## src/rtl/decode_pkg.sv

```systemverilog
// Shared types for the decode stage: instruction classes, the decoded micro-op
// and the rotated-immediate expansion helper.
package decode_pkg;

  typedef enum logic [2:0] {
    DP_REG = 3'b000,
    DP_IMM = 3'b001,
    LS_IMM = 3'b010,
    LS_REG = 3'b011,
    BRANCH = 3'b101
  } instr_class_e;

  // Branch target lives beside the uop so its width can follow ADDR_W.
  typedef struct packed {
    logic [3:0]  cond;
    logic [2:0]  cls;
    logic [3:0]  opcode;
    logic [3:0]  rd;
    logic [3:0]  rn;
    logic [3:0]  rm;
    logic [3:0]  rs;
    logic        setflags;
    logic        use_imm;
    logic        use_rs;
    logic [1:0]  shift;
    logic [4:0]  shift_amt;
    logic [31:0] imm32;
    logic        mem_read;
    logic        mem_write;
    logic        up;
    logic        branch;
    logic        link;
    logic        undef;
  } uop_t;

  // imm8 rotated right by twice the 4-bit rotate field.
  function automatic logic [31:0] rotate_imm(input logic [7:0] imm8, input logic [3:0] rot);
    logic [31:0] base;
    logic [5:0]  amt;
    base = {24'b0, imm8};
    amt  = {1'b0, rot, 1'b0};
    return (base >> amt) | (base << (6'd32 - amt));
  endfunction

endpackage

```

## src/rtl/decode_stage_if.sv

```systemverilog
// Input/output handshake bundle of the decode stage; the stage uses the slave
// modport, the instruction source/consumer side uses master.
interface decode_stage_if #(
  parameter int DEPTH  = 2,
  parameter int ADDR_W = 32
);
  localparam int CNT_W = $clog2(DEPTH) + 1;

  logic              in_valid;
  logic              in_ready;
  logic [31:0]       in_instr;
  logic [ADDR_W-1:0] in_pc;

  logic              out_valid;
  logic              out_ready;
  logic [3:0]        out_cond;
  logic [2:0]        out_class;
  logic [3:0]        out_opcode;
  logic [3:0]        out_rd;
  logic [3:0]        out_rn;
  logic [3:0]        out_rm;
  logic [3:0]        out_rs;
  logic              out_setflags;
  logic              out_use_imm;
  logic              out_use_rs;
  logic [1:0]        out_shift;
  logic [4:0]        out_shift_amt;
  logic [31:0]       out_imm32;
  logic              out_mem_read;
  logic              out_mem_write;
  logic              out_up;
  logic              out_branch;
  logic              out_link;
  logic [ADDR_W-1:0] out_target;
  logic              out_undef;
  logic [CNT_W-1:0]  out_count;

  modport master (
    output in_valid, in_instr, in_pc, out_ready,
    input  in_ready, out_valid, out_cond, out_class, out_opcode,
           out_rd, out_rn, out_rm, out_rs, out_setflags, out_use_imm, out_use_rs,
           out_shift, out_shift_amt, out_imm32, out_mem_read, out_mem_write, out_up,
           out_branch, out_link, out_target, out_undef, out_count
  );

  modport slave (
    input  in_valid, in_instr, in_pc, out_ready,
    output in_ready, out_valid, out_cond, out_class, out_opcode,
           out_rd, out_rn, out_rm, out_rs, out_setflags, out_use_imm, out_use_rs,
           out_shift, out_shift_amt, out_imm32, out_mem_read, out_mem_write, out_up,
           out_branch, out_link, out_target, out_undef, out_count
  );

endinterface

```

## src/rtl/decode_fifo.sv

```systemverilog
// DEPTH-entry synchronous queue of decoded uops with occupancy count; reset
// clears every entry, flush only rewinds pointers and count.
module decode_fifo
  import decode_pkg::*;
#(
  parameter int DEPTH  = 2,
  parameter int ADDR_W = 32,
  localparam int CNT_W = $clog2(DEPTH) + 1,
  localparam int PTR_W = $clog2(DEPTH)
) (
  input  logic              clk,
  input  logic              srst,
  input  logic              flush,
  input  logic              push,
  input  uop_t              push_uop,
  input  logic [ADDR_W-1:0] push_target,
  input  logic              pop,
  output uop_t              head_uop,
  output logic [ADDR_W-1:0] head_target,
  output logic [CNT_W-1:0]  count,
  output logic              full
);

  localparam logic [CNT_W-1:0] DEPTH_C = CNT_W'(DEPTH);

  uop_t              uop_mem    [DEPTH];
  logic [ADDR_W-1:0] target_mem [DEPTH];
  logic [PTR_W-1:0]  wr_ptr_reg;
  logic [PTR_W-1:0]  rd_ptr_reg;
  logic [CNT_W-1:0]  count_reg;

  always_ff @(posedge clk) begin
    if (srst) begin
      wr_ptr_reg <= '0;
      rd_ptr_reg <= '0;
      count_reg  <= '0;
      for (int i = 0; i < DEPTH; i++) begin
        uop_mem[i]    <= '0;
        target_mem[i] <= '0;
      end
    end else if (flush) begin
      wr_ptr_reg <= '0;
      rd_ptr_reg <= '0;
      count_reg  <= '0;
    end else begin
      // A push into a full queue is only issued alongside a pop, so the slot
      // being overwritten is the one leaving at this same edge.
      if (push) begin
        uop_mem[wr_ptr_reg]    <= push_uop;
        target_mem[wr_ptr_reg] <= push_target;
        wr_ptr_reg             <= wr_ptr_reg + PTR_W'(1);
      end
      if (pop) begin
        rd_ptr_reg <= rd_ptr_reg + PTR_W'(1);
      end
      count_reg <= count_reg + CNT_W'(push) - CNT_W'(pop);
    end
  end

  assign head_uop    = uop_mem[rd_ptr_reg];
  assign head_target = target_mem[rd_ptr_reg];
  assign count       = count_reg;
  assign full        = (count_reg == DEPTH_C);

endmodule

```

## src/rtl/decode_stage.sv

```systemverilog
// Instruction decode stage: combinational decode into a uop, queued in
// decode_fifo. Define DECODE_STAGE_LDST_EN to decode load/store classes.
module decode_stage
  import decode_pkg::*;
#(
  parameter int DEPTH  = 2,
  parameter int ADDR_W = 32
) (
  input logic          clk,
  input logic          rst,
  input logic          flush,
  decode_stage_if.slave bus
);

  localparam int CNT_W = $clog2(DEPTH) + 1;

  logic [31:0]       instr;
  uop_t              raw_uop;
  uop_t              dec_uop;
  uop_t              head_uop;
  logic [ADDR_W-1:0] dec_target;
  logic [ADDR_W-1:0] raw_target;
  logic [ADDR_W-1:0] head_target;
  logic [31:0]       br_offset;
  logic              undef;
  logic              push;
  logic              pop;
  logic              full;
  logic              out_valid;
  logic [CNT_W-1:0]  count;

  assign instr     = bus.in_instr;
  assign br_offset = {{6{instr[23]}}, instr[23:0], 2'b00};

  always_comb begin
    raw_uop        = '0;
    raw_target     = '0;
    undef          = 1'b0;
    raw_uop.cond   = instr[31:28];
    raw_uop.cls    = instr[27:25];
    raw_uop.opcode = instr[24:21];
    raw_uop.rd     = instr[15:12];
    raw_uop.rn     = instr[19:16];
    raw_uop.rm     = instr[3:0];
    raw_uop.rs     = instr[11:8];

    case (instr[27:25])
      DP_REG: begin
        raw_uop.setflags  = instr[20];
        raw_uop.use_rs    = instr[4];
        raw_uop.shift     = instr[6:5];
        raw_uop.shift_amt = instr[4] ? 5'd0 : instr[11:7];
      end
      DP_IMM: begin
        raw_uop.setflags = instr[20];
        raw_uop.use_imm  = 1'b1;
        raw_uop.imm32    = rotate_imm(instr[7:0], instr[11:8]);
      end
`ifdef DECODE_STAGE_LDST_EN
      LS_IMM: begin
        raw_uop.use_imm   = 1'b1;
        raw_uop.imm32     = {20'b0, instr[11:0]};
        raw_uop.mem_read  = instr[20];
        raw_uop.mem_write = !instr[20];
        raw_uop.up        = instr[23];
      end
      LS_REG: begin
        if (instr[4]) begin
          undef = 1'b1;
        end else begin
          raw_uop.shift     = instr[6:5];
          raw_uop.shift_amt = instr[11:7];
          raw_uop.mem_read  = instr[20];
          raw_uop.mem_write = !instr[20];
          raw_uop.up        = instr[23];
        end
      end
`else
      LS_IMM, LS_REG: undef = 1'b1;
`endif
      BRANCH: begin
        raw_uop.branch = 1'b1;
        raw_uop.link   = instr[24];
        raw_target     = bus.in_pc + ADDR_W'(8) + br_offset[ADDR_W-1:0];
      end
      default: undef = 1'b1;
    endcase

    if (instr[31:28] == 4'hF) begin
      undef = 1'b1;
    end
  end

  // Undefined encodings keep only the raw register/opcode fields.
  always_comb begin
    dec_uop    = raw_uop;
    dec_target = raw_target;
    if (undef) begin
      dec_uop        = '0;
      dec_uop.cond   = raw_uop.cond;
      dec_uop.cls    = raw_uop.cls;
      dec_uop.opcode = raw_uop.opcode;
      dec_uop.rd     = raw_uop.rd;
      dec_uop.rn     = raw_uop.rn;
      dec_uop.rm     = raw_uop.rm;
      dec_uop.rs     = raw_uop.rs;
      dec_uop.undef  = 1'b1;
      dec_target     = '0;
    end
  end

  assign out_valid    = (count != '0);
  assign bus.in_ready = !rst && !flush && (!full || bus.out_ready);
  assign push         = bus.in_valid && bus.in_ready;
  assign pop          = out_valid && bus.out_ready;

  decode_fifo #(
    .DEPTH  (DEPTH),
    .ADDR_W (ADDR_W)
  ) u_fifo (
    .clk         (clk),
    .srst        (rst),
    .flush       (flush),
    .push        (push),
    .push_uop    (dec_uop),
    .push_target (dec_target),
    .pop         (pop),
    .head_uop    (head_uop),
    .head_target (head_target),
    .count       (count),
    .full        (full)
  );

  assign bus.out_valid     = out_valid;
  assign bus.out_count     = count;
  assign bus.out_cond      = head_uop.cond;
  assign bus.out_class     = head_uop.cls;
  assign bus.out_opcode    = head_uop.opcode;
  assign bus.out_rd        = head_uop.rd;
  assign bus.out_rn        = head_uop.rn;
  assign bus.out_rm        = head_uop.rm;
  assign bus.out_rs        = head_uop.rs;
  assign bus.out_setflags  = head_uop.setflags;
  assign bus.out_use_imm   = head_uop.use_imm;
  assign bus.out_use_rs    = head_uop.use_rs;
  assign bus.out_shift     = head_uop.shift;
  assign bus.out_shift_amt = head_uop.shift_amt;
  assign bus.out_imm32     = head_uop.imm32;
  assign bus.out_mem_read  = head_uop.mem_read;
  assign bus.out_mem_write = head_uop.mem_write;
  assign bus.out_up        = head_uop.up;
  assign bus.out_branch    = head_uop.branch;
  assign bus.out_link      = head_uop.link;
  assign bus.out_undef     = head_uop.undef;
  assign bus.out_target    = head_target;

endmodule
```

## src/flat_wrapper.sv

```systemverilog
// flat-port wrapper written by rule: the top's interface ports become plain ports
module decode_stage_flat import decode_pkg::*;
#(
  parameter int DEPTH  = 2,
  parameter int ADDR_W = 32
)
  (clk, rst, flush, bus_in_valid, bus_in_instr, bus_in_pc, bus_out_ready, bus_in_ready, bus_out_valid, bus_out_cond, bus_out_class, bus_out_opcode, bus_out_rd, bus_out_rn, bus_out_rm, bus_out_rs, bus_out_setflags, bus_out_use_imm, bus_out_use_rs, bus_out_shift, bus_out_shift_amt, bus_out_imm32, bus_out_mem_read, bus_out_mem_write, bus_out_up, bus_out_branch, bus_out_link, bus_out_target, bus_out_undef, bus_out_count);
  decode_stage_if #(.DEPTH(DEPTH), .ADDR_W(ADDR_W)) bus_i ();
  input logic clk;
  input logic rst;
  input logic flush;
  input wire logic [$bits(bus_i.in_valid)-1:0] bus_in_valid;
  input wire logic [$bits(bus_i.in_instr)-1:0] bus_in_instr;
  input wire logic [$bits(bus_i.in_pc)-1:0] bus_in_pc;
  input wire logic [$bits(bus_i.out_ready)-1:0] bus_out_ready;
  output wire logic [$bits(bus_i.in_ready)-1:0] bus_in_ready;
  output wire logic [$bits(bus_i.out_valid)-1:0] bus_out_valid;
  output wire logic [$bits(bus_i.out_cond)-1:0] bus_out_cond;
  output wire logic [$bits(bus_i.out_class)-1:0] bus_out_class;
  output wire logic [$bits(bus_i.out_opcode)-1:0] bus_out_opcode;
  output wire logic [$bits(bus_i.out_rd)-1:0] bus_out_rd;
  output wire logic [$bits(bus_i.out_rn)-1:0] bus_out_rn;
  output wire logic [$bits(bus_i.out_rm)-1:0] bus_out_rm;
  output wire logic [$bits(bus_i.out_rs)-1:0] bus_out_rs;
  output wire logic [$bits(bus_i.out_setflags)-1:0] bus_out_setflags;
  output wire logic [$bits(bus_i.out_use_imm)-1:0] bus_out_use_imm;
  output wire logic [$bits(bus_i.out_use_rs)-1:0] bus_out_use_rs;
  output wire logic [$bits(bus_i.out_shift)-1:0] bus_out_shift;
  output wire logic [$bits(bus_i.out_shift_amt)-1:0] bus_out_shift_amt;
  output wire logic [$bits(bus_i.out_imm32)-1:0] bus_out_imm32;
  output wire logic [$bits(bus_i.out_mem_read)-1:0] bus_out_mem_read;
  output wire logic [$bits(bus_i.out_mem_write)-1:0] bus_out_mem_write;
  output wire logic [$bits(bus_i.out_up)-1:0] bus_out_up;
  output wire logic [$bits(bus_i.out_branch)-1:0] bus_out_branch;
  output wire logic [$bits(bus_i.out_link)-1:0] bus_out_link;
  output wire logic [$bits(bus_i.out_target)-1:0] bus_out_target;
  output wire logic [$bits(bus_i.out_undef)-1:0] bus_out_undef;
  output wire logic [$bits(bus_i.out_count)-1:0] bus_out_count;
  assign bus_i.in_valid = bus_in_valid;
  assign bus_i.in_instr = bus_in_instr;
  assign bus_i.in_pc = bus_in_pc;
  assign bus_i.out_ready = bus_out_ready;
  assign bus_in_ready = bus_i.in_ready;
  assign bus_out_valid = bus_i.out_valid;
  assign bus_out_cond = bus_i.out_cond;
  assign bus_out_class = bus_i.out_class;
  assign bus_out_opcode = bus_i.out_opcode;
  assign bus_out_rd = bus_i.out_rd;
  assign bus_out_rn = bus_i.out_rn;
  assign bus_out_rm = bus_i.out_rm;
  assign bus_out_rs = bus_i.out_rs;
  assign bus_out_setflags = bus_i.out_setflags;
  assign bus_out_use_imm = bus_i.out_use_imm;
  assign bus_out_use_rs = bus_i.out_use_rs;
  assign bus_out_shift = bus_i.out_shift;
  assign bus_out_shift_amt = bus_i.out_shift_amt;
  assign bus_out_imm32 = bus_i.out_imm32;
  assign bus_out_mem_read = bus_i.out_mem_read;
  assign bus_out_mem_write = bus_i.out_mem_write;
  assign bus_out_up = bus_i.out_up;
  assign bus_out_branch = bus_i.out_branch;
  assign bus_out_link = bus_i.out_link;
  assign bus_out_target = bus_i.out_target;
  assign bus_out_undef = bus_i.out_undef;
  assign bus_out_count = bus_i.out_count;
  decode_stage #(.DEPTH(DEPTH), .ADDR_W(ADDR_W)) u_core (.clk(clk), .rst(rst), .flush(flush), .bus(bus_i));
endmodule
```

## config.mk

```make
export PLATFORM = sky130hd
export DESIGN_NAME = decode_stage_flat
export DESIGN_NICKNAME = d
export VERILOG_FILES = /design/src/rtl/decode_pkg.sv /design/src/rtl/decode_stage_if.sv /design/src/rtl/decode_fifo.sv /design/src/rtl/decode_stage.sv /design/src/flat_wrapper.sv
export SDC_FILE = /design/constraint.sdc
export NUM_CORES = 1
export LEC_CHECK = 0
export BUFFER_PORTS_ARGS = -buffer_cell sky130_fd_sc_hd__buf_2
export CORE_MARGIN = 1.5
export CORE_UTILIZATION = 58
export DETAILED_ROUTE_END_ITERATION = 6
export PLACE_DENSITY = 0.81
export SLEW_MARGIN = 40
export SYNTH_ARGS = -nofsm -noshare
export SYNTH_HDL_FRONTEND = slang
export SYNTH_SLANG_ARGS = --single-unit
```

## constraint.sdc

```tcl
create_clock -name clk -period 5.7 [get_ports clk]
set_input_delay 1.14 -clock clk [delete_from_list [all_inputs] [get_ports clk]]
set_output_delay 1.14 -clock clk [all_outputs]
set_load 0.01 [all_outputs]
```

==> run_results.csv <==
group,metric,value,unit
floorplanning,coreArea,19500,um^2
synthesis,synthDistinctLibCells,64,
cts,cts_tree,"done",
timing,fin_crit_sh,60.2,%
placed_design,hpwlAfterDp,19.2,mm
cts,clockBufferDepth,3,
placed_design,portBuffers,176,
worst_setup_path,cp_data_arrival_time,3.65,ns
worst_setup_path,cp-end-kind,"flip-flop",
worst_setup_path,slowest_stage,"fa_1",
drt,ant_nets,0,
synthesis,synth_area_leaders,"edfxtp_1, mux2_2, ha_1",
synthesis,synthArstFlopShare,0,%
timing,setup_viol_count_final,0,
finish,antenna_cells,0,
synthesis,yosysTopAreaCellShare,54.1,%
finish,layout_commonest_cell,"edfxtp_1",
timing,period_needed,3.43,ns
cts,post_cts_buffers,0,
cts,cts_buffers,23,
synthesis,avgSynthCellArea,11.8,um^2
synthesis,netlist_instances,975,
power,p_leak,0.00556,uW
cts,cts-resized-gates,0,
floorplanning,start_util,59.1,%
timing,setup_tns,0,ns
finish,final_nets,1264,
floorplanning,rows,51,
cts,tritoncts_num_sinks,213,
finish,drive_above_1_share,30.4,%
global_routing,grt_max_degree,105,
cts,cts-htree-levels,1,
worst_setup_path,path_max_fanout,4,
worst_setup_path,crit_path_start_kind,"input pin",
synthesis,syn_area,11500,um^2
synthesis,synth_edf_count,208,
cts,clk_pin_slew,0.06,ns
timing,fmaxAchievable,291,MHz
drt,vias,8199,
power,power_density,279,nW/um^2
cts,clk-insertion-delay-late,0.50,ns
worst_setup_path,path_common_cell,"inv_1",
job,drv_cap,0,
synthesis,ys_warn_count,0,
cts,postCtsHoldBufs,0,
timing,hold_viol,0,
timing,slew_viol_final,0,
worst_hold_path,hp-class,"reg2reg",
drt,dr.pass1.iters,7,
finish,layout_common_cells,"edfxtp_1, buf_2, nor2_1, mux2_2, nand2_1",
floorplanning,die-height,144,um
timing,rsz0062_at_grt,"no",
global_routing,grt_first_pass_wirelength,41.7,mm
placed_design,dp_slack,1.77,ns
status,status,"completed",
finish,largest_reg_flops,144,
timing,slew_headroom,49.4,%
worst_setup_path,path_class,"in2reg",
worst_setup_path,worstPathCellList,"buf_2, inv_1, ha_1, inv_1, ha_1, inv_1, fa_1, nand2b_1, a21o_1, a211oi_2, o211ai_2, a211oi_1, o21a_1, nor3_1",
global_routing,grt_overflow,0,
synthesis,ys_seq_area_share,55.0,%
drt,drc,0,
synthesis,synth-main-ff-cell,"edfxtp_1",
timing,setup_slack,2.27,ns
floorplanning,io_pins,180,
worst_setup_path,worstPathRequired,5.92,ns
cts,root_buffer,"clkbuf_16",
finish,final_util,67.9,%
drt,via_per_inst,5.82,
synthesis,synth_top_area_cell,"edfxtp_1",
drt,drt-wirelength-per-cell,19.3,um
drt,drt_wl_total,27.1,mm
global_routing,first_global_vias,8071,
placed_design,gp_congestion,0.968,
floorplanning,dieArea,20800,um^2
power,ir_drop,0.244,mV
timing,tightest_slew,0.757,ns
floorplanning,chipWidth,144,um
drt,drtIter0Drc,544,
global_routing,track_usage,26.4,%
global_routing,antenna_found_initial,0,
synthesis,ys_ff_latch,213,
timing,skew,0.00494,ns
worst_setup_path,critical_path.max_stage_delay,0.39,ns
finish,area_growth,14.8,%
==> cell families after synthesis <==
| logic type | after synthesis | share of synthesized area [%] |
|---|---|---|
| compound gates | 128 | 7.52 |
| xor+xnor | 30 | 2.28 |
| fa+ha+maj | 61 | 6.67 |
| buf+inv | 70 | 2.96 |
| flops | 213 | 55.0 |
| mux | 104 | 10.1 |
| other cells | 1 | 0.0325 |
| simple gates | 368 | 15.4 |
==> synth_stat cells, types with 6 or more instances <==
cell type    n
edfxtp_1   208
nor2_1     146
mux2_2     104
nand2_1     68
ha_1        60
and2_1      50
a21oi_1     43
and3_1      37
clkbuf_1    28
nor3_1      25
inv_1       18
o21ai_0     18
xnor2_1     18
xor2_1      12
a21o_1       7
buf_2        7
nand4_1      7
o21a_1       7
a22oi_1      6
buf_1        6
nand2b_1     6
o21bai_1     6
==> routing by layer <==
metal	part of all wire, %	wire length [um]	GRT usage (%)	vias to the layer above
met4	3.0	806	8.86	0
li1	-	-	-	3866
met3	7.6	2070	5.43	59
met1	40	10900	33.7	3962
met2	49	13300	45.0	312
met5	0	0	0	-
==> cell type report <==
type	count	area (um^2)
clock buffer	26	587
clock inverter	8	63.8
fill	1518	6260
inverter	19	71.3
multi-input combinational	694	4900
sequential	213	6350
tap	265	332
timing repair buffer	183	958
==> worst max-delay path, delay by kind of cell <==
kind            cells  cell delay [ns]
compound gates      5             1.11
fa+ha+maj           3             0.81
buf+inv             4             0.36
simple gates        2             0.24
==> final timing paths <==
| path | start | endpoint | slack [ns] | cells after the start |
|---|---|---|---|---|
| min reg2reg | u_core.u_fifo.rd_ptr_reg$_SDFFE_PP0P_ | flip-flop | 0.56 | 2 |
| max reg2reg | u_core.u_fifo.count[0]$_SDFF_PP0_ | u_core.u_fifo.uop_mem[0][12]$_SDFFCE_PN0P_ | 2.86 | 6 |
| max | bus_in_instr[1] | u_core.u_fifo.target_mem[0][21]$_SDFFCE_PN0P_ | 2.27 | 14 |
| min | u_core.u_fifo.rd_ptr_reg$_SDFFE_PP0P_ | flip-flop | 0.56 | 2 |
==> report_power, final <==
part | internal [uW] | switching, uW | total, uW | leakage, uW
logic | 213 | 359 | 572 | 0.00302
registers | 1780 | 17.5 | 1800 | 0.00222
clock network | 771 | 559 | 1330 | 0.000318
total | 2760 | 936 | 3700 | 0.00556
==> stage by stage <==
step	instances	power [uW]	hold slack, ns	instance area [um^2]
floorplan	977	2220	0.518	11600
global placement	1373	2390	0.524	12600
detailed placement	1374	2400	0.543	12600
CTS	1408	3710	0.552	13300
global route	1408	3840	0.587	13300
finish	1408	3700	0.560	13300
No activity file was read; power rests on OpenSTA's default activity.
